## src/rtl/left_rotate_seq.sv

```systemverilog
`default_nettype none
// ============================================================================
//  Module      : left_rotate_seq
//  Description : Multi-cycle left rotate / shift-left-logical unit. The
//                latched operand moves one bit left per clock until the
//                requested count is consumed. The result is registered and
//                held until the next completion. Handshake is start/busy/done.
//  Revision    : 1.0  initial release
// ============================================================================
module left_rotate_seq #(
    parameter int WIDTH = 16,
    parameter int CNT_W = 4
) (
    input  logic             clk,
    input  logic             rst,
    input  logic             start,
    input  logic [WIDTH-1:0] In,
    input  logic [CNT_W-1:0] Cnt,
    input  logic             Op,
    output logic [WIDTH-1:0] Out,
    output logic             busy,
    output logic             done
);

    typedef enum logic [1:0] {
        S_IDLE = 2'd0,
        S_RUN  = 2'd1,
        S_DONE = 2'd2
    } state_t;

    state_t           state_q, state_d;
    logic [WIDTH-1:0] work_q, work_d;
    logic [CNT_W-1:0] rem_q, rem_d;
    logic             op_q, op_d;
    logic [WIDTH-1:0] out_q, out_d;

    // Working value advanced by one position; op_q selects wrap or zero fill
    logic [WIDTH-1:0] w_shifted;
    logic             w_accept;

    // One-step move of the working value and request acceptance
    always_comb begin
        w_shifted = {work_q[WIDTH-2:0], (op_q ? 1'b0 : work_q[WIDTH-1])};
        w_accept  = start && ((state_q == S_IDLE) || (state_q == S_DONE));
    end

    // Next-state and datapath update
    always_comb begin
        state_d = state_q;
        work_d  = work_q;
        rem_d   = rem_q;
        op_d    = op_q;
        out_d   = out_q;

        case (state_q)
            S_IDLE, S_DONE: begin
                if (w_accept) begin
                    if (Cnt == '0) begin
                        // Zero count completes immediately with the operand as result
                        out_d   = In;
                        state_d = S_DONE;
                    end else begin
                        work_d  = In;
                        rem_d   = Cnt;
                        op_d    = Op;
                        state_d = S_RUN;
                    end
                end else begin
                    state_d = S_IDLE;
                end
            end
            S_RUN: begin
                rem_d = rem_q - 1'b1;
                if (rem_q == CNT_W'(1)) begin
                    // Final step lands directly in the result register
                    out_d   = w_shifted;
                    state_d = S_DONE;
                end else begin
                    work_d = w_shifted;
                end
            end
            default: begin
                state_d = S_IDLE;
            end
        endcase
    end

    // State and datapath registers with synchronous reset
    always_ff @(posedge clk) begin
        if (rst) begin
            state_q <= S_IDLE;
            work_q  <= '0;
            rem_q   <= '0;
            op_q    <= 1'b0;
            out_q   <= '0;
        end else begin
            state_q <= state_d;
            work_q  <= work_d;
            rem_q   <= rem_d;
            op_q    <= op_d;
            out_q   <= out_d;
        end
    end

    // Moore outputs
    always_comb begin
        Out  = out_q;
        busy = (state_q == S_RUN);
        done = (state_q == S_DONE);
    end

endmodule
`default_nettype wire

```

## config.mk

```make
export PLATFORM = sky130hd
export DESIGN_NAME = left_rotate_seq
export DESIGN_NICKNAME = d
export VERILOG_FILES = /design/src/rtl/left_rotate_seq.sv
export SDC_FILE = /design/constraint.sdc
export NUM_CORES = 1
export LEC_CHECK = 0
export CORE_MARGIN = 2
export CORE_UTILIZATION = 46
export CTS_BUF_LIST = sky130_fd_sc_hd__clkbuf_8 sky130_fd_sc_hd__clkbuf_16
export DETAILED_ROUTE_END_ITERATION = 8
export GPL_ROUTABILITY_DRIVEN = 1
export HOLD_SLACK_MARGIN = 0.03
export PLACE_DENSITY = 0.76
export SYNTH_ARGS = -nofsm -noshare
export SYNTH_HDL_FRONTEND = slang
export SYNTH_SLANG_ARGS = --single-unit
```

## constraint.sdc

```tcl
create_clock -name clk -period 1.8 [get_ports clk]
set_clock_uncertainty 0.2 [all_clocks]
set_input_delay 0.18 -clock clk [delete_from_list [all_inputs] [get_ports clk]]
set_output_delay 0.18 -clock clk [all_outputs]
set_load 0.005 [all_outputs]
```

== Word level (Yosys, flattened, before mapping) ==
Index checks and enable logic that the tools add are counted.

* Register bits: 39
* Input port bits: 24
* Output and inout port bits: 18
* Logic and storage cells: 41

* Reductions and logical operators: 10
* Muxes and demuxes: 16
* Bitwise operators: 1
* Equality and inequality tests: 8
* $add $sub $neg: 1

{| class="wikitable"
|+ Operators by type and width
! cell !! count
|-
| $mux W16 || 6
|-
| $pmux W16 S2 || 2
|-
| $mux W4 || 2
|-
| $ne A2 B2 Y1 const B || 4
|-
| $pmux W4 S2 || 1
|-
| $reduce_and A4 Y1 || 2
|-
| $mux W2 || 3
|-
| $reduce_and A3 Y1 || 2
|-
| $eq A4 B1 Y1 const B || 1
|-
| $logic_not A4 Y1 || 1
|-
| $pmux W2 S2 || 1
|-
| $sub A4 B1 Y4 const B || 1
|-
| $eq A2 B1 Y1 const B || 1
|-
| $eq A2 B2 Y1 const B || 1
|-
| $logic_not A2 Y1 || 1
|-
| $ne A2 B1 Y1 const B || 1
|-
| $reduce_bool A2 Y1 || 1
|-
| $reduce_or A2 Y1 || 1
|-
| $logic_and A1 B1 Y1 || 1
|-
| $logic_or A1 B1 Y1 || 1
|-
| $mux W1 || 1
|-
| $not A1 Y1 || 1
|}

== Depth between registers and ports, before layout ==
* Depth in word-level cells: 5
* Depth in mapped cells: 7
* Gate-level depth less buffers: 5

== Least setup slack after synthesis ==
No wires, ideal clock.

* Path type: register -> register
* Start point: register rem_q[0]
* End point: register out_q[10], in the netlist Out[10]
* Data arrival time: 1.556 ns
* Clock period less this slack: 1.887 ns
* Buffers on the path: 2
* Path slack: -0.087 ns
* Data required time: 1.470 ns
* Setup time: 0.130 ns
* Stages on the path, launching flop included: 7
* Cell sequence: dfxtp_1 ha_1 or3b_2 buf_2 clkbuf_1 o221ai_1 o31ai_1

* Word-level cells in the longest chain between the ends: 3

{| class="wikitable"
|+ Ends and longest elaborated chain
! what !! RTL line !! text
|-
| start, declared || 33 || <nowiki>logic [CNT_W-1:0] rem_q, rem_d;</nowiki>
|-
| start signal, assigned || 99 || <nowiki>rem_q <= rem_d;</nowiki>
|-
| $eq A4 B1 Y1 || 74 || <nowiki>if (rem_q == CNT_W'(1)) begin</nowiki>
|-
| $ne A2 B1 Y1 (no line) || - ||
|-
| $reduce_and A4 Y1 (no line) || - ||
|-
| end signal, assigned || 101 || <nowiki>out_q <= out_d;</nowiki>
|-
| end, declared || 35 || <nowiki>logic [WIDTH-1:0] out_q, out_d;</nowiki>
|}

Every way passes these cells.
A chain may end at the register's enable or synchronous reset.

== Worst setup path in the final report ==
* Start point: input port Cnt[3]
* End point: register out_q[12], in the netlist Out[12]

* Word-level cells in the longest chain between the ends: 3

{| class="wikitable"
|+ Ends and longest elaborated chain
! what !! RTL line !! text
|-
| start, declared || 18 || <nowiki>input logic [CNT_W-1:0] Cnt,</nowiki>
|-
| $logic_not A4 Y1 || 58 || <nowiki>if (Cnt == '0) begin</nowiki>
|-
| $ne A2 B2 Y1 (no line) || - ||
|-
| $reduce_and A4 Y1 (no line) || - ||
|}

Every way passes these cells.

==> impl_results.rst <==
.. list-table::
   :header-rows: 1

   * - Metric
     - Value
   * - Total clock buffers created by CTS
     - 5
   * - Most used standard cell by instance count after synthesis
     - sky130_fd_sc_hd__dfxtp_1
   * - Normalized max-slew margin
     - 78.1%
   * - Outcome
     - finished, final reports clean
   * - Critical path cell sequence
     - clkdlybuf4s50_1 > or4_4 > buf_4 > o221ai_1 > o31ai_1
   * - Area growth from synthesis to layout
     - 35.3%
   * - Total I/O pin count
     - 42
   * - Via count of the first global-routing pass
     - 1729
   * - Synthesized netlist cell count
     - between 200 and 250
   * - Worst Path Arrival
     - 1.72 ns
   * - Post-synthesis sequential area ratio
     - 37.8%
   * - Fill cell count
     - ~390
   * - Transition time at the pin with the least slew margin
     - 0.328 ns
   * - CTS tree
     - built
   * - Setup Viol. Count Final
     - 0
   * - Synth warnings
     - 0
   * - Critical-path cell with the highest stage delay
     - sky130_fd_sc_hd__or4_4
   * - Critical Path Source Type
     - primary input
   * - Post-detailed-routing wire length
     - 5.04 mm
   * - Cell type contributing the most total cell area after synthesis
     - sky130_fd_sc_hd__dfxtp_1
   * - RD Place Congestion
     - 0.768
   * - Max FO, Critical Path
     - 14
   * - Post-synth top flop
     - sky130_fd_sc_hd__dfxtp_1
   * - Routed wirelength normalized by instance count
     - about 16 um
   * - Number of synthesized flops with an enable pin
     - 0
   * - Effective utilization at floorplan
     - 47.7%
   * - First-pass GRT wire length
     - 8.42 mm
   * - Type of the most critical hold path
     - in2reg
   * - Synth top area cells
     - sky130_fd_sc_hd__dfxtp_1 (38%), sky130_fd_sc_hd__o221ai_1 (14%), sky130_fd_sc_hd__o31ai_1 (12%), sky130_fd_sc_hd__nor2b_1 (10%), sky130_fd_sc_hd__mux2i_1 (7.3%)
   * - Start-to-end type of the worst setup path
     - in2reg
   * - Number of slew-limit violations in the final report
     - 0
   * - Setup Buffers After CTS
     - 0
   * - Static power due to leakage
     - roughly 1.0 nW
   * - Number of violations reported at the end of detailed-routing iteration 0
     - 177
   * - Final Hold Slack
     - between 0.15 and 0.2 ns
   * - Share of synthesized registers carrying an async set or reset
     - 0%
   * - R2R Setup Slk
     - 0.05 ns
   * - Post-layout instance count excluding filler cells
     - 313
   * - Die outline height
     - 71.0 um
   * - Sinks on Clock Net
     - 39
   * - Final critical path time including I/O delays and setup
     - around 1.7 ns
   * - Mean post-synth cell area
     - 9.56 um^2
   * - Overall die width
     - 71.0 um
   * - CTS hold repair buffers
     - 0
   * - Final period utilization
     - 97.2%
   * - Number of detailed-route iterations in the first pass
     - 4
   * - Core Util, Final
     - 64.6%
   * - Post-DR vias/cell
     - 5.99
   * - Crit-path max cell delay
     - 0.53 ns
   * - Total count of hold-check failures in the final report
     - 0
   * - Required time of the worst setup path
     - 1.77 ns
   * - Core footprint
     - 4320 um^2
   * - CTS max path bufs
     - 2
   * - Vias
     - 1874
   * - Type of element capturing the critical path
     - flop
   * - Nets@finish
     - roughly 290
   * - Most used standard cells in the synthesized netlist
     - sky130_fd_sc_hd__dfxtp_1 (39), sky130_fd_sc_hd__nor2b_1 (34), sky130_fd_sc_hd__o221ai_1 (32), sky130_fd_sc_hd__o31ai_1 (32), sky130_fd_sc_hd__clkbuf_1 (16)
   * - Synth top area share
     - a little under two fifths
   * - Maximum frequency from static timing analysis
     - about 570 MHz
   * - Initial antenna violation count
     - 0
   * - Die area
     - approximately 5000 um^2
   * - Area after DPL
     - 2620 um^2
   * - Cell row count
     - 24
   * - Placed instance count
     - 304
   * - Number of input and output port buffers inserted
     - 41
   * - Drt drc
     - 0
   * - CTS Root Buffer Type
     - sky130_fd_sc_hd__clkbuf_8
   * - H-tree levels
     - 2
   * - Number of antenna cells inserted
     - 0
   * - Number of flip-flops and latches in the synthesized netlist
     - 39
   * - Worst-Skew Late Latency
     - 0.30 ns
   * - Post-synth design cell area
     - 2060 um^2
   * - Total congestion overflow after global routing
     - 0
   * - Final design area excluding fillers
     - 2790 um^2
   * - Power density normalized to cell area
     - between 800 and 900 nW/um^2
   * - Fraction of final layout cells sized beyond drive strength 1
     - 18.0%
   * - Sum of net half-perimeters after detailed placement
     - 3.20 mm
   * - Cell variety after synth
     - 35
   * - Number of nets with antenna violations after detailed routing
     - 0
   * - Maximum VDD drop
     - between 500 and 600 uV
   * - Maximum number of pins on one net before global-route repair
     - 72
   * - Clk pin slew, worst setup/hold paths
     - about 0.080 ns
   * - Global router's overall resource usage
     - 20.6%
   * - Max-cap viol count
     - 0
   * - Post-synth net total
     - between 200 and 250
[final timing paths]
kind,start,depth (start not counted),to
worst min-delay path,rst,3,state_q[0]
worst max register to register,rem_q[1],6,work_q[12]
worst max-delay path,Cnt[3],5,Out[12]
worst min register to register,op_q,2,op_q
[worst max-delay path: cells and delay by family]
family	cells	cell delay, ns
AOI/OAI and AO/OA	2	0.32
buffers and inverters	2	0.68
and+or+nand+nor	1	0.53
[through the flow]
step	TNS (ns)	setup WS (ns)	total power, mW
after CTS	0	0.0195	2.23
final	0	0.0512	2.26
after detailed placement	-8.81	-0.297	1.49
after global routing	-0.00670	-0.00574	2.35
after global placement	-8.04	-0.263	1.49
after floorplan	0	0.0181	1.30
[sequential cells by signal, summed over array words and instances, names as in the netlist]
name	count
Out	16
op_q	1
work_q	16
state_q	2
rem_q	4
[cell usage in the layout, fill, tap and decap left out, types with 5 or more instances in the layout]
cell / n
sky130_fd_sc_hd__clkbuf_8: 5
sky130_fd_sc_hd__clkdlybuf4s50_1: 40
sky130_fd_sc_hd__a21oi_1: 5
sky130_fd_sc_hd__nor2b_1: 34
sky130_fd_sc_hd__buf_4: 19
sky130_fd_sc_hd__o31ai_1: 32
sky130_fd_sc_hd__dfxtp_1: 36
sky130_fd_sc_hd__mux2i_1: 15
sky130_fd_sc_hd__o221ai_1: 32
[logic make-up after synthesis]
logic type | synth area share, %
mux | 7.27
compound gates | 32.1
simple gates | 14.2
buf+inv | 7.39
flops | 37.8
fa+ha+maj | 1.21
[layout make-up]
class,count,area [um^2],share of cell area (%)
multi-input combinational,144,1160,41.6
sequential,39,785,28.1
timing repair buffer,65,644,23.1
clock buffer,5,68.8,2.46
tap,52,65.1,2.33
clock inverter,3,43.8,1.57
inverter,5,23.8,0.851
[report_power, final]
part	internal, mW	leakage, nW	switching (mW)
Combinational	0.268	0.671	0.273
Clock	0.413	0.0581	0.333
Sequential	0.930	0.319	0.0395
Total	1.61	1.05	0.645
[per-layer routing]
layer | share of wire (%) | track usage (%) | wire length [um] | vias up
li1 | - | - | - | 928
met1 | 50 | 31.3 | 2500 | 875
met2 | 43 | 29.0 | 2160 | 62
met3 | 6.1 | 4.70 | 309 | 9
met4 | 1.5 | 6.29 | 75 | 0
met5 | 0 | 0 | 0 | -
[repair_timing]
item | CTS | global route
pin swaps | 0 | 1
endpoints found under the setup margin | 2 | 31
resized for setup | 5 | 5
cloned | 0 | 1
Note: power is estimated with default switching activity, not from simulation.
